`src/rtl/hazard_unit.sv`:
```
// Pipeline hazard controller: EX/ID forwarding selects, load-use and branch stalls,
// jump/branch flush, and stall/flush cycle counters for performance analysis.
module hazard_unit #(
  parameter int LOAD_BUBBLES = 1
) (
  input  logic        clk,
  input  logic        rst,
  input  logic [4:0]  rsD,
  input  logic [4:0]  rtD,
  input  logic        branchD,
  input  logic        jumpD,
  input  logic        branch_takenD,
  input  logic [4:0]  rsE,
  input  logic [4:0]  rtE,
  input  logic [4:0]  writeRegE,
  input  logic [4:0]  writeRegM,
  input  logic [4:0]  writeRegW,
  input  logic        Regfile_weE,
  input  logic        Regfile_weM,
  input  logic        Regfile_weW,
  input  logic [1:0]  regSrc_muxE,
  input  logic [1:0]  regSrc_muxM,
  output logic [1:0]  forwardAE,
  output logic [1:0]  forwardBE,
  output logic        forwardAD,
  output logic        forwardBD,
  output logic        stallF,
  output logic        stallD,
  output logic        flushD,
  output logic        flushE,
  output logic [31:0] stall_cnt,
  output logic [31:0] flush_cnt
);

  // state  | meaning
  // RUN    | normal issue; stalls come straight from the hazard detectors
  // LSTALL | extra load-use bubbles pending, bcnt counts those left
  typedef enum logic {RUN = 1'b0, LSTALL = 1'b1} state_t;

  localparam logic [1:0] BCNT_INIT = 2'(LOAD_BUBBLES - 1);
  localparam logic [1:0] SRC_LOAD  = 2'b01;

  state_t      state_q, state_d;
  logic [1:0]  bcnt_q, bcnt_d;
  logic [31:0] stall_cnt_q, flush_cnt_q;
  logic        stall;
  logic        ex_hit_d, mem_hit_d, lwstall, brstall;

  function automatic logic wmatch(input logic we, input logic [4:0] wr, input logic [4:0] src);
    return we && (wr != 5'd0) && (wr == src);
  endfunction

  assign ex_hit_d  = wmatch(Regfile_weE, writeRegE, rsD) | wmatch(Regfile_weE, writeRegE, rtD);
  assign mem_hit_d = wmatch(Regfile_weM, writeRegM, rsD) | wmatch(Regfile_weM, writeRegM, rtD);
  assign lwstall   = (regSrc_muxE == SRC_LOAD) & ex_hit_d;
  assign brstall   = branchD & (ex_hit_d | ((regSrc_muxM == SRC_LOAD) & mem_hit_d));

  always_ff @(posedge clk or negedge rst) begin
    if (!rst) begin
      state_q <= RUN;
      bcnt_q  <= 2'd0;
    end else begin
      state_q <= state_d;
      bcnt_q  <= bcnt_d;
    end
  end

  always_comb begin
    state_d = state_q;
    bcnt_d  = bcnt_q;
    case (state_q)
      RUN: begin
        if (lwstall && (LOAD_BUBBLES > 1)) begin
          state_d = LSTALL;
          bcnt_d  = BCNT_INIT;
        end
      end
      LSTALL: begin
        bcnt_d = bcnt_q - 2'd1;
        if (bcnt_q == 2'd1) state_d = RUN;
      end
      default: begin
        state_d = RUN;
        bcnt_d  = 2'd0;
      end
    endcase
  end

  // Outputs are forced low while reset is held, regardless of inputs.
  always_comb begin
    forwardAE = 2'b00;
    forwardBE = 2'b00;
    forwardAD = 1'b0;
    forwardBD = 1'b0;
    stall     = 1'b0;
    flushD    = 1'b0;
    if (rst) begin
      if (wmatch(Regfile_weM, writeRegM, rsE))      forwardAE = 2'b10;
      else if (wmatch(Regfile_weW, writeRegW, rsE)) forwardAE = 2'b01;
      if (wmatch(Regfile_weM, writeRegM, rtE))      forwardBE = 2'b10;
      else if (wmatch(Regfile_weW, writeRegW, rtE)) forwardBE = 2'b01;
      forwardAD = wmatch(Regfile_weM, writeRegM, rsD) & (regSrc_muxM != SRC_LOAD);
      forwardBD = wmatch(Regfile_weM, writeRegM, rtD) & (regSrc_muxM != SRC_LOAD);
      stall     = (state_q == LSTALL) | lwstall | brstall;
      flushD    = (jumpD | (branchD & branch_takenD)) & ~stall;
    end
  end

  assign stallF = stall;
  assign stallD = stall;
  assign flushE = stall;

  always_ff @(posedge clk or negedge rst) begin
    if (!rst) begin
      stall_cnt_q <= 32'd0;
      flush_cnt_q <= 32'd0;
    end else begin
      stall_cnt_q <= stall_cnt_q + 32'(stall);
      flush_cnt_q <= flush_cnt_q + 32'(flushD);
    end
  end

  assign stall_cnt = stall_cnt_q;
  assign flush_cnt = flush_cnt_q;

endmodule

```
`config.mk`:
```
export PLATFORM = sky130hd
export DESIGN_NAME = hazard_unit
export DESIGN_NICKNAME = d
export VERILOG_FILES = /design/src/rtl/hazard_unit.sv
export SDC_FILE = /design/constraint.sdc
export NUM_CORES = 1
export LEC_CHECK = 0
export ABC_CLOCK_PERIOD_IN_PS = 1900
export BUFFER_PORTS_ARGS = -buffer_cell sky130_fd_sc_hd__buf_2
export CAP_MARGIN = 40
export CORE_MARGIN = 5
export CORE_UTILIZATION = 46
export DETAILED_ROUTE_END_ITERATION = 8
export PLACE_DENSITY = 0.77
export SETUP_SLACK_MARGIN = 0.4
export SYNTH_ARGS = -nofsm -noshare
export SYNTH_HDL_FRONTEND = slang
export SYNTH_SLANG_ARGS = --single-unit
```
`constraint.sdc`:
```
create_clock -name clk -period 1.9 [get_ports clk]
set_clock_uncertainty 0.15 [all_clocks]
set_input_delay 0 -clock clk [delete_from_list [all_inputs] [get_ports clk]]
set_output_delay 0 -clock clk [all_outputs]
set_load 0.02 [all_outputs]
```
==> results.md <==
* Status: complete, but fails checks
* Failing checks: negative setup slack
* Routed WL per cell at around 17 microns
* Core area at approximately 7600 sq um
* Antenna violations before repair at 0
* RSZ-0062 raised after global routing: yes
* Hold WS at between 0.04 and 0.05 ns
* Synth unique cells at 38
* Ports at 121
* Grt ovf at 0
* PwrDens at around 560 nW/um^2
* Register area share after synthesis at a little under half
* First-pass GRT wire length at approximately 16000 microns
* R2r setup slk at -0.16 ns
* CTS tree: done
* Multi-input logic area at ~2400 sq um
* Flops & latches, synth at between 60 and 70
* DR vias/cell at ~5.1
* Synth warn at 0
* Largest net degree at the start of global routing at 47
* Fin crit share at 131%
* Vias in the first global route at approximately 3400
* Final setup fails at 64
* Worst-Margin Slew at between 0.3 and 0.4 ns
* Starting density of the core at between 40% and 50%
* Worst setup EP type: register
* Port Buffers at 120
* Share of layout cells above drive strength 1 at between 60 and 70%
* Placement row count at 32
* Final hold vios at 0
* Cells after Synth at between 300 and 400
* # placed instances at 600
* CTS sink count at 67
* Area Growth Syn to Fin at 71.4%
* Overall power at about 0.0034 W
* Reg clk slew, reported paths at about 0.070 ns
* Pre-CTS WS at -0.814 ns
* TritonCTS buffer count at 9
* Worst hold-check path type: in2reg
* Required time worst endpoint at 1.98 ns
* Rel. slew slack at around three quarters
* ANT nets after route at 0
* Cell area after synthesis at between 3000 and 4000 sq um
* HPWL Detailed at a little under 7000 microns
* Syn Nets at about 380
* Ant. Diodes at 0
* CP Class: in2reg
* Hold Path Sink: stall_cnt[0]$_DFF_PN0_
* Fin worst setup slack at -0.587 ns
* Clk root buf: clkbuf_8
* RR Endpoint: flush_cnt[16]$_DFF_PN0_
* Die Span Y at ~98 microns
* Vias at around 3400
* # fillers at about 420
* Post-synth ARST share at 100%
* Nets@finish at between 600 and 700
* Pint at between 0.002 and 0.0025 W
* FF/Latch Area at around 1700 sq um
* Crit start category: primary input
* Mean post-synth cell area at around 11 sq um
* Fin cells at between 600 and 700
* Worst-Skew Late Latency at 0.35 ns
* P_leak at around 3.2 nW
* Hold Crit Start: rst
* H-tree Lvls at 3
* GPL Wtd Cong at roughly 0.84
* Longest Clk Path Bufs at 2
* Max Cap Violations at 0
* Fin util at 79.8%
* Combinational Power Share at roughly 22%
* Post-synth EDFFs at 0
* Die width at roughly 98 microns
* Die area at 9560 sq um
* First DRT Iteration DRCs at 94
* Min cycle time layout at 2.49 ns
* Final Max Tran Viols at 0
* TritonRoute pass-1 iters at 4
* Net switching fraction of the power at between 30% and 40%
* Crit path DAT at between 2 and 3 ns
* Routed WL at 11400 microns
* Sequential share of power at around 48%
* Min-Delay Path Depth at 3
* VDD IR-drop max at between 0.3 and 0.4 mV
* R2R depth at 9
* Clk network pwr share at a little under a third
* NetSw at between 0.001 and 0.0015 W
* Fmax at around 0.40 GHz
* Residual DRC at 0
* Worst-path fanout max at 5
* Gr usage total at a little over a fifth
* Ys flop type: dfrtp_1
* Worst reg2reg startpoint: state_q$_DFF_PN0_
[flip-flops by register name, indices dropped and copies added (netlist names)]
signal and flops:
bcnt_q 2, flush_cnt 32, stall_cnt 32, state_q 1
[power groups by stage]
stage	Combinational, W	Sequential (W)	Clock, W
5_1_grt	0.000805	0.00165	0.00114
2_1_floorplan	0.000204	0.00172	0
4_1_cts	0.000661	0.00161	0.00106
3_3_place_gp	0.000583	0.00162	0
3_5_place_dp	0.000604	0.00162	0
6_report	0.000737	0.00163	0.00105
[cell usage after synthesis (all sizes together), types with 4 or more instances]
cell   instances  area (sq um)
dfrtp         67          1680
xnor2         61           534
xor2          40           358
nand3         35           195
nand2         27           104
nor2          14          52.6
nor3          14           101
and3          13          81.3
nand4          7          43.8
buf            6          53.8
ha             5          62.6
inv            5          18.8
and4           4          35.0
nor4           4          37.5
[layout make-up]
type                            count  area share, %
Multi-Input combinational cell    244           39.0
Timing Repair Buffer              229           28.2
Clock buffer                       10           2.27
Inverter                            5          0.309
Tap cell                          102           2.10
Clock inverter                      5          0.495
Sequential cell                    67           27.6
[metrics by stage]
step           instance area (sq um)  TNS [ns]
2_1_floorplan                   3770    -31.19
3_3_place_gp                    4890    -34.54
3_5_place_dp                    4890    -35.63
4_1_cts                         5500    -13.78
5_1_grt                         6070    -29.05
6_report                        6070    -22.80
[metal layers]
layer / GRT usage (%) / wire length, microns / part of all wire, %
met1: 25.8 / 4490 / 39
met2: 36.4 / 5940 / 52
met3: 5.00 / 668 / 5.8
met4: 7.35 / 332 / 2.9
met5: 0 / 0 / 0
[logic make-up (layout without fill, tap and decap cells)]
group / after synthesis / in the layout / share of synthesized area [%]
fa+ha+maj: 5 / 5 / 1.77
flops: 67 / 67 / 47.3
compound gates: 9 / 9 / 2.58
xor+xnor: 101 / 101 / 25.2
buf+inv: 13 / 249 / 2.26
simple gates: 129 / 129 / 20.9
[how the worst max path moves through the flow]
stage                  from                       to  cells past startpoint
2_1_floorplan  writeRegM[1]  flush_cnt[20]$_DFF_PN0_                     13
6_report             rsD[2]  stall_cnt[20]$_DFF_PN0_                     15
5_1_grt        writeRegM[3]  stall_cnt[24]$_DFF_PN0_                     15
3_5_place_dp   writeRegM[2]  stall_cnt[23]$_DFF_PN0_                     15
4_1_cts        writeRegM[4]  stall_cnt[24]$_DFF_PN0_                     15
3_3_place_gp   writeRegM[2]  stall_cnt[24]$_DFF_PN0_                     15
[critical path, stage by stage]
cell and delay, ns:
buf_2 0.12, xor2_1 0.17, nor3_2 0.25, nand3_2 0.15, a2111oi_4 0.33, o22ai_2 0.12, buf_4 0.15, a21boi_4 0.15
ha_4 0.18, ha_4 0.14, nand2_4 0.07, nor3_4 0.32, nand2_2 0.12, buf_4 0.16, xnor2_2 0.12
[cell usage in the layout (no fill, tap or decap), drive strengths merged, types with 5 or more instances in the layout]
cell type,instances
nor2,14
nand3,35
nor3,14
xnor2,61
dfrtp,67
buf,225
and3,13
xor2,40
clkbuf,11
nand4,7
nand2,27
inv,5
ha,5
[repair_timing]
item                                    4_1_cts  5_1_grt
resized for setup                            74       73
endpoints found under the setup margin       73       74
hold endpoints to repair                     67       43
pin swaps                                    49       44
hold buffers                                  1        2
setup buffers                                19       24
gates cloned                                  0        1
No activity file was read; power rests on OpenSTA's default activity.
